File: src/rtl/mux_pkg.sv
// Shared definitions for the N-channel scanning multiplexer.
//   MODE_MAN / MODE_SCAN : encodings of the mode input
//   state_e              : operating state derived each clock from enable/mode
package mux_pkg;

   localparam logic MODE_MAN  = 1'b0;
   localparam logic MODE_SCAN = 1'b1;

   typedef enum logic [1:0] {
      ST_IDLE = 2'd0,
      ST_MAN  = 2'd1,
      ST_SCAN = 2'd2
   } state_e;

endpackage

File: src/rtl/mux_dwell_ctr.sv
// Dwell counter for scan mode: counts 0 .. DWELL-1 while run is high and
// flags the last count so the select can advance.
//   clk   : rising-edge clock
//   rst   : asynchronous active-high reset (count -> 0)
//   run   : advance the count this cycle
//   clear : force the count back to 0 (wins over run)
//   done  : high while running at count DWELL-1
module mux_dwell_ctr #(
   parameter int DWELL = 4
) (
   input  logic clk,
   input  logic rst,
   input  logic run,
   input  logic clear,
   output logic done
);

   // A single-cycle dwell still needs a 1-bit register to stay legal.
   localparam int CNT_W = (DWELL > 1) ? $clog2(DWELL) : 1;
   localparam int LASTI = DWELL - 1;
   localparam logic [CNT_W-1:0] LAST = LASTI[CNT_W-1:0];

   logic [CNT_W-1:0] cnt_q, cnt_d;

   always_comb begin
      cnt_d = cnt_q;
      if (clear)
         cnt_d = '0;
      else if (run)
         cnt_d = (cnt_q == LAST) ? '0 : cnt_q + 1'b1;
   end

   always_ff @(posedge clk or posedge rst) begin
      if (rst) cnt_q <= '0;
      else     cnt_q <= cnt_d;
   end

   assign done = run && (cnt_q == LAST);

endmodule

File: src/rtl/mux_n_scan.sv
// N-channel, W-bit registered multiplexer with manual and round-robin scan
// select modes.
//   clk, rst   : clock / asynchronous active-high reset
//   din        : flattened inputs, channel k at [k*WIDTH +: WIDTH]
//   enable     : 0 freezes select, dwell count and dout
//   mode       : MODE_MAN (host select) or MODE_SCAN (round-robin)
//   sel_in     : requested channel, loaded when sel_load is high
//   dout       : registered data of the select in effect before the edge
//   dout_valid : dout was updated at the last edge
//   cur_sel    : current select register
//   wrap       : one-cycle pulse when scan goes from CHANNELS-1 back to 0
//   sel_err    : one-cycle pulse on a load of an out-of-range channel
module mux_n_scan
   import mux_pkg::*;
#(
   parameter  int WIDTH    = 8,
   parameter  int CHANNELS = 4,
   parameter  int DWELL    = 4,
   localparam int SEL_W    = $clog2(CHANNELS)
) (
   input  logic                      clk,
   input  logic                      rst,
   input  logic [CHANNELS*WIDTH-1:0] din,
   input  logic                      enable,
   input  logic                      mode,
   input  logic [SEL_W-1:0]          sel_in,
   input  logic                      sel_load,
   output logic [WIDTH-1:0]          dout,
   output logic                      dout_valid,
   output logic [SEL_W-1:0]          cur_sel,
   output logic                      wrap,
   output logic                      sel_err
);

   localparam int LASTI = CHANNELS - 1;
   localparam logic [SEL_W-1:0] LAST_CH = LASTI[SEL_W-1:0];
   // One extra bit so the range check also works for power-of-2 counts.
   localparam logic [SEL_W:0]   NUM_CH  = CHANNELS[SEL_W:0];

   state_e           state_q, state_d;
   logic [SEL_W-1:0] cur_sel_q, cur_sel_d;
   logic [WIDTH-1:0] dout_q, dout_d, sel_data;
   logic             valid_q, valid_d;
   logic             wrap_q, wrap_d;
   logic             sel_err_q, sel_err_d;
   logic             sel_legal, load_req, jump, advance;
   logic             dw_run, dw_clear, dw_done;

   // Data of the select in effect this cycle; compare-based so that
   // unused select codes of a non-power-of-2 build read as zero.
   always_comb begin
      sel_data = '0;
      for (int k = 0; k < CHANNELS; k++)
         if (cur_sel_q == SEL_W'(k)) sel_data = din[k*WIDTH +: WIDTH];
   end

   always_comb begin
      state_d = ST_IDLE;
      if (enable) state_d = (mode == MODE_SCAN) ? ST_SCAN : ST_MAN;

      sel_legal = ({1'b0, sel_in} < NUM_CH);
      load_req  = (state_d != ST_IDLE) && sel_load;
      jump      = load_req && sel_legal;
      sel_err_d = load_req && !sel_legal;
      // A legal jump overrides the end-of-dwell advance.
      advance   = (state_d == ST_SCAN) && dw_done && !jump;

      // Dwell restarts on a jump and on every entry to MAN; MAN then holds it
      // at 0, so SCAN always starts fresh after MAN. IDLE keeps the count.
      dw_run   = (state_d == ST_SCAN);
      dw_clear = jump || ((state_d == ST_MAN) && (state_q != ST_MAN));

      cur_sel_d = cur_sel_q;
      wrap_d    = 1'b0;
      if (jump) begin
         cur_sel_d = sel_in;
      end else if (advance) begin
         if (cur_sel_q == LAST_CH) begin
            cur_sel_d = '0;
            wrap_d    = 1'b1;
         end else begin
            cur_sel_d = cur_sel_q + 1'b1;
         end
      end

      dout_d  = dout_q;
      valid_d = 1'b0;
      if (state_d != ST_IDLE) begin
         dout_d  = sel_data;
         valid_d = 1'b1;
      end
   end

   always_ff @(posedge clk or posedge rst) begin
      if (rst) begin
         state_q   <= ST_IDLE;
         cur_sel_q <= '0;
         dout_q    <= '0;
         valid_q   <= 1'b0;
         wrap_q    <= 1'b0;
         sel_err_q <= 1'b0;
      end else begin
         state_q   <= state_d;
         cur_sel_q <= cur_sel_d;
         dout_q    <= dout_d;
         valid_q   <= valid_d;
         wrap_q    <= wrap_d;
         sel_err_q <= sel_err_d;
      end
   end

   mux_dwell_ctr #(.DWELL(DWELL)) u_dwell (
      .clk   (clk),
      .rst   (rst),
      .run   (dw_run),
      .clear (dw_clear),
      .done  (dw_done)
   );

   assign dout       = dout_q;
   assign dout_valid = valid_q;
   assign cur_sel    = cur_sel_q;
   assign wrap       = wrap_q;
   assign sel_err    = sel_err_q;

endmodule

File: config.mk
export PLATFORM = sky130hd
export DESIGN_NAME = mux_n_scan
export DESIGN_NICKNAME = d
export VERILOG_FILES = /design/src/rtl/mux_pkg.sv /design/src/rtl/mux_dwell_ctr.sv /design/src/rtl/mux_n_scan.sv
export SDC_FILE = /design/constraint.sdc
export NUM_CORES = 1
export LEC_CHECK = 0
export CORE_UTILIZATION = 41
export DETAILED_ROUTE_END_ITERATION = 8
export PLACE_DENSITY = 0.84
export SKIP_CTS_REPAIR_TIMING = 1
export SLEW_MARGIN = 10
export SYNTH_ARGS = -nofsm -noshare
export SYNTH_HDL_FRONTEND = slang
export SYNTH_HIERARCHICAL = 1
export SYNTH_SLANG_ARGS = --single-unit
File: constraint.sdc
create_clock -name clk -period 3.8 [get_ports clk]
set_clock_uncertainty 0.2 [all_clocks]
set_input_delay 0.57 -clock clk [delete_from_list [all_inputs] [get_ports clk]]
set_output_delay 0.57 -clock clk [all_outputs]
set_load 0.02 [all_outputs]
==> summary.txt, run 1 <==
Power
  • P per Cell Area: 344 nW/um2
  • Leakage power: 0.598 nW
  • Sequential power share: 0.417
  • Peak supply drop: 0.180 mV
  • Sw frac: 0.330
  • P_sw: 0.167 mW
  • Internal power: 0.340 mW
  • Clock group share of total power: 0.182
  • Comb pwr share: 0.401

Setup path
  • CP Capture Point: cur_sel[0]$_DFFE_PP0P_
  • Path depth of the worst reg2reg path: 5
  • Largest stage delay on the critical path: 0.46 ns
  • Startpoint types: primary input
  • Worst-path cell chain: clkdlybuf4s50_1, buf_4, and2_1, and2_1, nand2_1, o41ai_1, a21o_1
  • Flop-to-flop setup slack: 1.85 ns
  • CP max stage cell: clkdlybuf4s50_1
  • Critical path buffers and inverters: 2
  • RR Startpoint: cur_sel[0]$_DFFE_PP0P_
  • Critical Path Fanout Max: 20
  • Worst Path Required: 3.83 ns
  • Worst setup path start: enable
  • CP Depth: 7
  • R2R Path End: dout[3]$_DFFE_PP0P_
  • Nature of the critical path endpoint: register
  • Crit path max-delay family: buffers and inverters
  • Most frequent CP cell: and2_1
  • WS Path Type: primary input to register
  • Worst Path Arrival: 2.15 ns

Detailed routing
  • Final wirelength: 2.61 mm
  • Routed Antenna Nets: 0
  • DRC violations left: 0
  • Wire per inst: 14.8 um
  • Via count: 951
  • Drt first pass iters: 4
  • 1st-iter DRT viols: 36
  • Vias per inst: 5.40

Yosys
  • Synthesized area: 968 um2
  • Synth Instances: 101
  • Synth area leader: dfrtp_1
  • Number of synthesized flops with an enable pin: 0
  • Synthesized Nets: 145
  • Seq/Total Area, Yosys: 0.413
  • Avg Cell Area, Syn: 9.59 um2
  • Area contributors post-synth: dfrtp_1 (41%), nand2_1 (7.8%), a41oi_1 (7.2%)
  • Ys Warns: 6
  • Synth top area share: 0.413
  • Post-synth cell types: 28
  • Ys async rst share: 1.00
  • Synth Register Bits: 16
  • Synth Flop Type: dfrtp_1

Clock tree
  • CTS buffer count: 3
  • Root Buffer: clkbuf_4
  • CTS tree: yes
  • Clock H-tree levels: 1
  • Clock-pin slew on the worst setup and hold paths: 0.09 ns
  • Clk sinks: 16
  • Clock Latency Late Sink: 0.28 ns
  • Longest Clk Path Bufs: 2

Layout
  • N_diodes: 0
  • Layout cells sized above 1: 0.0473
  • P&R area growth vs syn: 52.1%
  • # nets final: 194

Floorplanning
  • Initial Util: 0.438
  • Core box area: 2210 um2
  • IO Pins: 52
  • Die height: 50.6 um
  • Die X: 50.6 um
  • Rows: 17
  • Die area: 2560 um2

STA
  • Tcrit/Tclk final: 0.558
  • Worst setup margin: 1.68 ns
  • Worst-Margin Slew: 0.565 ns
  • Max_slew headroom: 0.623
  • Fin. max-slew vios: 0
  • Hold Vio Cnt, Final: 0
  • Final setup viols: 0
  • FMAX: 472 MHz
  • Fin crit period: 2.12 ns
  • Hold Worst Slack: 0.263 ns
  • RSZ-0062 raised after global routing: no
  • Post-route setup TNS: 0 ns

Global route
  • Largest net degree at the start of global routing: 21
  • All-Layer GR Usage: 0.218
  • Vias in the first global route: 995
  • Global route overflow: 0
  • First-pass GRT wire length: 4.23 mm
  • Initial antenna violation count: 0

Hold path
  • Worst hold path class: primary input to async pin

Place
  • Buffers on Ports: 50
  • HPWL after DPL: 1.98 mm
  • Placement Setup Slack: 1.41 ns
  • RePlAce Congestion: 0.789

Outcome
  • Outcome: complete, no violations

Job
  • MaxCap Viol Count: 0
## flip-flops by register name, indices dropped and copies added, names as in the netlist
| signal | count |
|---|---|
| cur_sel | 2 |
| dout | 8 |
| dout_valid | 1 |
| state_q | 2 |
| u_dwell/cnt_q | 2 |
| wrap | 1 |
## kinds of logic after synthesis
group	count (synthesis)	share of synthesized area
buf+inv	12	0.0827
fa+ha+maj	5	0.0646
mux	2	0.0207
other cells	1	0.00387
flops	16	0.413
simple gates	41	0.235
compound gates	24	0.180
## cell usage after synthesis, types with 2 or more instances
cell type / count
mux2i_1: 2
buf_6: 4
nor2_1: 2
a41oi_1: 8
dfrtp_1: 16
ha_1: 5
a21o_1: 2
and2_1: 3
nand3b_1: 9
o22ai_1: 7
nand2_1: 20
a21oi_1: 3
inv_1: 5
## through the flow
| stage | total power [mW] | utilization | cell area [um2] | std cells |
|---|---|---|---|---|
| floorplan | 0.320 | - | 968 | 101 |
| global placement | 0.411 | 0.656 | 1450 | 173 |
| detailed placement | 0.417 | 0.656 | 1450 | 173 |
| CTS | 0.510 | 0.666 | 1470 | 176 |
| global route | 0.532 | 0.666 | 1470 | 176 |
| finish | 0.507 | 0.666 | 1470 | 176 |
## how the worst min path moves through the flow
| stage | startpoint | end | slack [ns] | depth (start not counted) |
|---|---|---|---|---|
| 6_report | rst | u_dwell/cnt_q[1]$_DFFE_PP0P_ | 0.26 | 2 |
| 4_1_cts | rst | u_dwell/cnt_q[1]$_DFFE_PP0P_ | 0.25 | 2 |
| 2_1_floorplan | rst | u_dwell/cnt_q[0]$_DFFE_PP0P_ | 0.11 | 1 |
| 5_1_grt | rst | u_dwell/cnt_q[0]$_DFFE_PP0P_ | 0.27 | 2 |
| 3_3_place_gp | u_dwell/cnt_q[1]$_DFFE_PP0P_ | u_dwell/cnt_q[1]$_DFFE_PP0P_ | 0.31 | 2 |
| 3_5_place_dp | u_dwell/cnt_q[1]$_DFFE_PP0P_ | u_dwell/cnt_q[1]$_DFFE_PP0P_ | 0.33 | 2 |
## cell usage in the layout, fill, tap and decap left out, types with 2 or more instances in the layout
cell type and instances:
dfrtp_1 16, nand2_1 20, a41oi_1 8, clkdlybuf4s50_1 50, o22ai_1 7, clkbuf_4 3, and2_1 3, mux2i_1 2
a21oi_1 3, nand3b_1 9, inv_1 5, nor2_1 2, a21o_1 2, ha_1 5
## area by class of cell
| type | count | area, um2 |
|---|---|---|
| Fill cell | 186 | 739 |
| Timing Repair Buffer | 51 | 508 |
| Multi-Input combinational cell | 73 | 488 |
| Sequential cell | 16 | 400 |
| Tap cell | 28 | 35.0 |
| Clock buffer | 3 | 22.5 |
| Inverter | 5 | 18.8 |
## per-layer routing
metal,up-vias,share of wire,GRT usage
met4,0,0.0046,0.116
li1,454,-,-
met3,2,0.053,0.0303
met5,-,0,0
met1,460,0.42,0.258
met2,35,0.53,0.378
## power by group through the flow
stage                     registers (mW)  logic, mW  clock network [mW]
after floorplan                    0.239     0.0820                   0
after global placement             0.213      0.197                   0
after detailed placement           0.214      0.203                   0
after CTS                          0.211      0.203              0.0953
after global routing               0.214      0.218              0.0990
final                              0.211      0.203              0.0924
## worst reg2reg max path: stages, from the launching register on
cell and delay, ns:
dfrtp_1 0.43, inv_1 0.10, ha_1 0.40, nor3b_4 0.44, nand2_1 0.10, a41oi_1 0.20
Power figures use the tool's default switching activity.
==> run 2: changes to the inputs <==
CORE_UTILIZATION = 38   (was 41)
PLACE_DENSITY = 0.78   (was 0.84)
clock period = 2.2 ns   (was 3.8 ns; I/O delays follow)
==> run 2 against run 1 <==
Cell area increased by 1.0%. Clock power up 58%. Non-clock buffer count rose by 2. Combinational power up 76%. Die area up 7.6%. Sequential cell count unchanged. Final cell count is 1.1% higher. Global-route usage decreased by 0.52 points. Worst hold slack lost 0.21 ns. Critical endpoint is now cur_sel[0].
==> summary.txt, run 2 (synthesis gave the netlist of run 1 again) <==
Outcome
  • Outcome: complete, no violations (unchanged)

Floorplanning
  • Rows: 17 (unchanged)
  • Initial Util: 0.422 (was 0.438)
  • IO Pins: 52 (unchanged)
  • Die height: 52.5 um (was 50.6 um)
  • Die X: 52.5 um (was 50.6 um)
  • Die area: 2750 um2 (was 2560 um2)
  • Core box area: 2300 um2 (was 2210 um2)

Setup path
  • Worst Path Required: 1.67 ns (was 3.83 ns)
  • Critical Path Fanout Max: 5 (was 20)
  • Flop-to-flop setup slack: 0.34 ns (was 1.85 ns)
  • WS Path Type: register to primary output (was primary input to register)
  • Crit path max-delay family: buffers and inverters (unchanged)
  • Nature of the critical path endpoint: primary output (was register)
  • Startpoint types: register (was primary input)
  • CP max stage cell: clkdlybuf4s50_1 (unchanged)
  • Worst Path Arrival: 1.34 ns (was 2.15 ns)
  • Critical path buffers and inverters: 1 (was 2)
  • Worst-path cell chain: clkdlybuf4s50_1 (was clkdlybuf4s50_1, buf_4, and2_1, and2_1, nand2_1, o41ai_1, a21o_1)
  • Largest stage delay on the critical path: 0.63 ns (was 0.46 ns)

Global route
  • Global route overflow: 0 (unchanged)
  • First-pass GRT wire length: 4.24 mm (was 4.23 mm)
  • Initial antenna violation count: 0 (unchanged)
  • Vias in the first global route: 923 (was 995)
  • All-Layer GR Usage: 0.213 (was 0.218)
  • Largest net degree at the start of global routing: 20 (was 21)

STA
  • Max_slew headroom: 0.630 (was 0.623)
  • FMAX: 534 MHz
  • Fin crit period: 1.87 ns
  • Worst setup margin: 0.329 ns (was 1.68 ns)
  • Tcrit/Tclk final: 0.851
  • RSZ-0062 raised after global routing: no (unchanged)
  • Post-route setup TNS: 0 ns (unchanged)
  • Final setup viols: 0 (unchanged)
  • Fin. max-slew vios: 0 (unchanged)
  • Worst-Margin Slew: 0.554 ns (was 0.565 ns)
  • Hold Vio Cnt, Final: 0 (unchanged)

Hold path
  • Worst hold path class: primary input to async pin (unchanged)

Layout
  • Commonest non-fill, non-tap cells in the layout: clkdlybuf4s50_1 (50), nand2_1 (20), dfrtp_1 (16) (unchanged)
  • Commonest non-fill, non-tap cell in the layout: clkdlybuf4s50_1 (unchanged)
  • N_diodes: 0 (unchanged)
  • # nets final: 196 (was 194)
  • P&R area growth vs syn: 53.6% (was 52.1%)
  • Layout cells sized above 1: 0.0600 (was 0.0473)
  • Max reg flops: 8 (unchanged)
  • Fin area: 1490 um2 (was 1470 um2)

Power
  • P_sw: 0.275 mW (was 0.167 mW)
  • Comb pwr share: 0.414 (was 0.401)
  • Leakage power: 0.608 nW (was 0.598 nW)
  • Internal power: 0.590 mW (was 0.340 mW)
  • Peak supply drop: 0.310 mV (was 0.180 mV)
  • Clock group share of total power: 0.169 (was 0.182)
  • P per Cell Area: 582 nW/um2 (was 344 nW/um2)
  • Sw frac: 0.318 (was 0.330)
  • Sequential power share: 0.418 (was 0.417)

Detailed routing
  • Via count: 946 (was 951)
  • 1st-iter DRT viols: 12 (was 36)
  • DRC violations left: 0 (unchanged)
  • Vias per inst: 5.31 (was 5.40)
  • Routed Antenna Nets: 0 (unchanged)
  • Final wirelength: 2.71 mm (was 2.61 mm)
  • Drt first pass iters: 4 (unchanged)
  • Wire per inst: 15.2 um (was 14.8 um)

Clock tree
  • CTS tree: yes (unchanged)
  • CTS buffer count: 3 (unchanged)
  • Root Buffer: clkbuf_4 (unchanged)
  • Longest Clk Path Bufs: 2 (unchanged)
  • Clk sinks: 16 (unchanged)
  • Clock Latency Late Sink: 0.27 ns (was 0.28 ns)
  • Clock-pin slew on the worst setup and hold paths: 0.09 ns (about the same)
  • Clock H-tree levels: 1 (unchanged)

Place
  • RePlAce Congestion: 0.795 (was 0.789)
  • HPWL after DPL: 2.11 mm (was 1.98 mm)
  • Placed cell areas: 1470 um2 (was 1450 um2)
  • Buffers on Ports: 50 (unchanged)
  • Placement Setup Slack: 0.280 ns (was 1.41 ns)

Job
  • MaxCap Viol Count: 0 (unchanged)
run 2: changes by cell type in the layout (fill, tap and decap cells not counted):
| cell | before | now |
|---|---|---|
| buf_4 | 1 | 3 |
run 2: cell type report:
class / instances / area, um2
Fill cell: 204 / 810
Timing Repair Buffer: 53 / 523
Multi-Input combinational cell: 73 / 488
Sequential cell: 16 / 400
Tap cell: 28 / 35.0
Clock buffer: 3 / 22.5
Inverter: 5 / 18.8
run 2: routing by layer:
metal / part of all wire / global-route usage / wire length [um]
met5: 0 / 0 / 0
met4: 0.013 / 0.0614 / 36
met3: 0.053 / 0.0261 / 143
met2: 0.50 / 0.376 / 1370
met1: 0.43 / 0.268 / 1160
run 2: power by group through the flow:
| stage | logic, mW | registers (mW) | clock network, mW |
|---|---|---|---|
| floorplan | 0.142 | 0.412 | 0 |
| global placement | 0.349 | 0.366 | 0 |
| detailed placement | 0.358 | 0.367 | 0 |
| CTS | 0.360 | 0.361 | 0.152 |
| global route | 0.385 | 0.368 | 0.164 |
| finish | 0.358 | 0.362 | 0.146 |
run 2: through the flow:
step | util | cells | hold slack (ns) | power [mW]
5_1_grt | 0.648 | 178 | 0.0619 | 0.917
6_report | 0.648 | 178 | 0.0481 | 0.865
3_3_place_gp | 0.638 | 175 | 0.310 | 0.715
4_1_cts | 0.648 | 178 | 0.0395 | 0.873
2_1_floorplan | - | 101 | -0.129 | 0.554
3_5_place_dp | 0.638 | 175 | 0.335 | 0.725
run 2: final timing paths:
kind,cells past startpoint,end,startpoint
max reg2reg,5,dout[5]$_DFFE_PP0P_,cur_sel[1]$_DFFE_PP0P_
min,2,u_dwell/cnt_q[0]$_DFFE_PP0P_,rst
min reg2reg,2,u_dwell/cnt_q[1]$_DFFE_PP0P_,u_dwell/cnt_q[1]$_DFFE_PP0P_
min in group clk,2,u_dwell/cnt_q[1]$_DFFE_PP0P_,u_dwell/cnt_q[1]$_DFFE_PP0P_
max,1,cur_sel[0],cur_sel[0]$_DFFE_PP0P_
max in group asynchronous,2,wrap$_DFF_PP0_,rst
==> run 3: changes to the inputs <==
CTS_CLUSTER_DIAMETER = 30   (was not set)
==> results of run 3 <==
Same layout as run 2: the final DEF is identical, and so are final timing and power.
==> RTL change 1, RTL diff (config.mk and constraints of run 1) <==
Remove the register `valid_q`: a continuous assignment takes its place, so the output `dout_valid` follows one clock earlier.
--- a/src/rtl/mux_n_scan.sv
+++ b/src/rtl/mux_n_scan.sv
@@ -98,3 +98,2 @@
          dout_q    <= '0;
-         valid_q   <= 1'b0;
          wrap_q    <= 1'b0;
@@ -105,3 +104,2 @@
          dout_q    <= dout_d;
-         valid_q   <= valid_d;
          wrap_q    <= wrap_d;
@@ -110,2 +108,4 @@
    end
+
+   assign valid_q = valid_d;
 
Check against the original RTL: not equivalent (a bounded check fails within 4 cycles, from zero or initial values and one cycle with rst high).
==> RTL change 1 against run 1 <==
Hold slack lost 6.7 ps; utilization shrank 0.27 points; area after synthesis shrank 2.6%; design area shrank 1.4%; largest cell class unchanged; sequential cell count shrank 1; worst setup slack lost 530 ps; critical path depth shrank 4; count of clock-buffer cells in the layout is the same; total power shrank 3.3%; wire length shrank 6.0%.
==> RTL change 1: results (changes against run 1) <==
The flow ran to the end, and the final reports show no timing, DRC or antenna violations. The wire length of the first global-routing pass was 4.105 mm (was 4.229 mm); the share of cells above drive strength 1 was 5.405% (was 4.730%). The tools report the startpoint of the most critical register-to-register path as cur_sel[0] (unchanged). The run gives 1880 ps (was 2150 ps) as the critical path arrival. The total wirelength of the detailed-routed design was 2.454 mm (was 2.612 mm). The number of distinct library cells after synthesis is 28 (unchanged), and the fraction of the yosys area taken by sequential cells is 39.79% (was 41.34%). The end of the worst register-to-register path is dout[4] (was dout[3]). The number of nets produced by synthesis was 144 (was 145); the switching power share of the total was 32.50% (was 32.96%). The logs give 0.5905 nW (was 0.5984 nW) for the static power due to leakage and 1154 ps (was 1410 ps) for the worst slack after detailed placement.

The cell at the root of the clock tree was clkbuf_4 (unchanged). The tools report the clock insertion delay at the later pin of the skew report as 280 ps (about the same). The tools report the number of global-route vias before repair as 962 (was 995).

The tools report the instance area at placement as 1425 µm² (was 1450 µm²). The run gives 0.2315 mV (was 0.1802 mV) as the highest ir drop seen on vdd. End point of the critical path: dout_valid (was cur_sel[0]). The tools report the routed via count as 953 (was 951). The slew at the pin closest to its max-slew limit came out at 571.8 ps (was 565.3 ps).

Cell types occupying the most area after synthesis: dfrtp_1, nand2_1, a41oi_1 (unchanged). Commonest cells in the synthesized netlist: nand2_1, dfrtp_1, nand3b_1, a41oi_1, o22ai_1 (unchanged). The non-filler instance count after layout came out at 176 (unchanged).

The HPWL reported at the end of detailed placement is 1.865 mm (was 1.980 mm), and the number of DRC markers in iteration 0 is 13 (was 36). The post-layout net count is 193 (was 194), and the count of filler cells inserted in the layout is 185 (was 186). The total track usage came out at 21.30% (was 21.81%).

The critical path class is input pin to primary output (was input pin to register). The logs give 1810 ps (was 1850 ps) for the internal reg-to-reg setup slack and 377.4 MHz (was 471.9 MHz) for the highest clock rate. The number of cells produced by synthesis was 100 (was 101); the cell count after placement was 172 (was 173).

The final estimated routing congestion in global placement came out at 0.8219 (was 0.7894).
-- RTL change 1: cell families (layout without fill, tap and decap cells) --
| logic type | after synthesis | after routing | share of synthesized area [%] |
|---|---|---|---|
| muxes | 2 | 2 | 2.122 |
| buffers and inverters | 12 | 60 | 8.487 |
| and+or+nand+nor | 41 | 41 | 24.14 |
| DFF | 15 | 15 | 39.79 |
| adders and majority gates | 5 | 5 | 6.631 |
| other | 1 | 1 | 0.3975 |
| AOI/OAI and AO/OA | 24 | 24 | 18.43 |
-- RTL change 1: how the worst min path moves through the flow --
stage / startpoint / end / slack (ps) / cells after the start
finish: rst / u_dwell/cnt_q[0] / 260 / 2
global placement: u_dwell/cnt_q[1] / u_dwell/cnt_q[1] / 310 / 2
detailed placement: u_dwell/cnt_q[1] / u_dwell/cnt_q[1] / 340 / 2
global route: rst / u_dwell/cnt_q[0] / 260 / 2
floorplan: rst / u_dwell/cnt_q[0] / 110 / 1
CTS: rst / u_dwell/cnt_q[1] / 250 / 2
-- RTL change 1: worst max-delay path, cell delays in order --
cell	delay, ps
clkdlybuf4s50_1	450
buf_4	210
clkdlybuf4s50_1	630
-- RTL change 1: through the flow --
step | hold WS, ps | util, %
2_1_floorplan | 111.2 | -
3_3_place_gp | 311.2 | 65.05
3_5_place_dp | 343.1 | 65.05
4_1_cts | 245.5 | 66.31
5_1_grt | 263.7 | 66.31
6_report | 255.9 | 66.31
-- RTL change 1: power by group through the flow --
stage	combinational, mW	clock [mW]	sequential (mW)
global route	0.219	0.101	0.201
floorplan	0.0826	0	0.226
CTS	0.203	0.0939	0.198
finish	0.201	0.0906	0.199
global placement	0.199	0	0.200
detailed placement	0.203	0	0.201
-- RTL change 1: routing by layer --
layer  GRT usage (%)  up-vias  routed length, µm
met2           37.16       49               1143
li1                -      451                  -
met4           3.810        0                  0
met3           4.321        0                235
met5               0        -                  0
met1           27.12      453               1075
-- RTL change 1: area by class of cell --
type	count	share of cell area, %
Clock inverter	1	0.3445
Clock buffer	3	1.550
Inverter	5	1.292
Timing Repair Buffer	51	34.97
Tap cell	28	2.412
Sequential cell	15	25.84
Multi-Input combinational cell	73	33.59
==> RTL change 2, RTL diff (config.mk and constraints of run 1) <==
Made on the original files. `DWELL` is set to 4 in 2 places; all go to 8.
--- a/src/rtl/mux_dwell_ctr.sv
+++ b/src/rtl/mux_dwell_ctr.sv
@@ -8,3 +8,3 @@
 module mux_dwell_ctr #(
-   parameter int DWELL = 4
+   parameter int DWELL = 8
 ) (
--- a/src/rtl/mux_n_scan.sv
+++ b/src/rtl/mux_n_scan.sv
@@ -17,3 +17,3 @@
    parameter  int CHANNELS = 4,
-   parameter  int DWELL    = 4,
+   parameter  int DWELL    = 8,
    localparam int SEL_W    = $clog2(CHANNELS)
Check against the original RTL: not equivalent (Yosys sat finds a counterexample within 10 cycles, from zero or initial values and one cycle with rst high).
==> RTL change 2 against run 1 <==
Sequential cell count up 1; area after synthesis up 5.8%; wire length up 2.8%; worst setup slack worse by 310 ps; first-iteration DRC count down 53%; clock power up 2%; global-route usage down 0.077 points; total power up 2.1%; design area up 3.6%; via count up 1.2%; critical path type unchanged; largest power group unchanged.
==> RTL change 2: results (changes against run 1) <==
The logs give 6 (unchanged) for the count of synthesis-stage warnings from yosys and 2.686 mm (was 2.612 mm) for the total wirelength of the detailed-routed design. The run gives 4 (unchanged) as the first-pass iteration count of the detailed router. The static power due to leakage came out at 0.6238 nW (was 0.5984 nW). Post-CTS clock slew at the launch and capture registers of the worst setup and hold paths: 90 ps (about the same). The power dissipated by switching net loads is 0.1642 mW (was 0.1671 mW), and the post-layout net count is 199 (was 194). The tools report the final estimated routing congestion in global placement as 0.7896 (was 0.7894). The count of filler cells inserted in the layout is 188 (was 186).

The total track usage is 21.73% (was 21.81%), and the number of global-route vias before repair is 938 (was 995). The run gives 28 (unchanged) as the number of distinct library cells after synthesis. Main flop type after synthesis: dfrtp_1 (unchanged). The proportion of synthesized flip-flops having asynchronous set or reset is 100.0% (unchanged), and the share of cells above drive strength 1 is 3.922% (was 4.730%). The tools report the number of DRC markers in iteration 0 as 17 (was 36).

The flip-flop count of the largest register, all copies and words added is 8 (unchanged), and the critical path arrival is 2450 ps (was 2150 ps). For the routed via count, the log shows 962 (was 951). The run gives 4.298 mm (was 4.229 mm) as the wire length of the first global-routing pass. Adder and majority gate portion of the synthesized area: 7.326% (was 6.460%). The final antenna diode count is 0 (unchanged). The type of the most critical hold path is input pin to async pin (unchanged). The tools report the number of cells produced by synthesis as 106 (was 101). The XOR/XNOR share of the synthesized area was 0% (unchanged); the pin count of the biggest net entering global routing was 21 (unchanged).

Commonest cells in the synthesized netlist: nand2_1, dfrtp_1, nand3b_1, a41oi_1, o22ai_1 (unchanged). The multiplexer fraction of the synthesized cell area came out at 1.954% (was 2.067%). The count of port buffers added during placement is 50 (unchanged).

The fraction of the yosys area taken by sequential cells is 41.51% (was 41.34%), and the via count normalized by instance count is 5.315 (was 5.403). The HPWL reported at the end of detailed placement is 2.077 mm (was 1.980 mm), and the highest ir drop seen on vdd is 0.2693 mV (was 0.1802 mV). The total negative setup slack was 0 ps (unchanged). The total clock buffers created by CTS came out at 3 (unchanged). Cell types occupying the most area after synthesis: dfrtp_1, ha_1, nand2_1 (was dfrtp_1, nand2_1, a41oi_1). The largest fanout of any net on the critical path is 20 (unchanged). The flow ran to the end, and the final reports show no timing, DRC or antenna violations.

The clock insertion delay at the later pin of the skew report was 290 ps; the initial antenna violation count was 0 (unchanged). The slew at the pin closest to its max-slew limit is 665.0 ps (was 565.3 ps). The cell count after placement is 177 (was 173), and the synthesized-area fraction occupied by ao, oa, aoi and oai cells is 17.46% (was 17.96%). The number of nets produced by synthesis was 151 (was 145); the number of H-tree levels was 1 (unchanged).
==> RTL change 2: layout make-up <==
cell class / count / area, µm² / share of cell area, %
clock buffer: 4 / 26.28 / 1.723
multi-input combinational: 77 / 519.2 / 34.04
tap: 28 / 35.03 / 2.297
timing repair buffer: 50 / 500.5 / 32.81
inverter: 5 / 18.77 / 1.231
sequential: 17 / 425.4 / 27.89
==> RTL change 2: power groups by stage <==
stage / sequential, mW / clock, mW / combinational (mW)
3_3_place_gp: 0.223 / 0 / 0.198
6_report: 0.221 / 0.0943 / 0.203
3_5_place_dp: 0.224 / 0 / 0.202
2_1_floorplan: 0.249 / 0 / 0.0820
5_1_grt: 0.224 / 0.109 / 0.217
4_1_cts: 0.221 / 0.0984 / 0.203
==> RTL change 2: logic make-up (layout without fill, tap and decap cells) <==
group                    count (synthesis)  in the layout
multiplexers                             2              2
buffers and inverters                   12             59
flip-flops                              17             17
adder cells (fa/ha/maj)                  6              6
AO/OA/AOI/OAI                           25             25
AND/OR/NAND/NOR                         43             43
other                                    1              1
==> RTL change 2: through the flow <==
step                      instance area [µm²]  worst slack [ps]
after floorplan                          1025              1956
after global placement                   1499              1162
after detailed placement                 1499              1086
after CTS                                1525              1389
after global routing                     1525              1261
final                                    1525              1374
==> RTL change 2: worst max-delay path, stage by stage <==
cell and delay, ps:
clkdlybuf4s50_1 900, and2_1 310, and2_1 190, nand2_1 80, o41ai_1 240, a21o_1 160
==> RTL change 2: layer usage <==
layer	share of wire [%]	GRT usage [%]	wire length, µm	vias to the layer above
met3	3.9	5.263	105	2
met4	0.74	6.757	20	0
li1	-	-	-	473
met2	53	36.75	1426	28
met1	42	26.92	1133	459
met5	0	0	0	-
==> RTL change 2: worst paths after layout <==
kind / to / start / slack (ps) / cells past startpoint
setup reg to reg: dout[5] / cur_sel[0] / 1800 / 5
min in group clk: u_dwell/cnt_q[2] / u_dwell/cnt_q[2] / 350 / 2
setup / recovery: cur_sel[0] / enable / 1370 / 6
hold / removal: u_dwell/cnt_q[0] / rst / 270 / 2
max in group asynchronous: cur_sel[0] / rst / 2610 / 2
hold reg to reg: u_dwell/cnt_q[2] / u_dwell/cnt_q[2] / 350 / 2
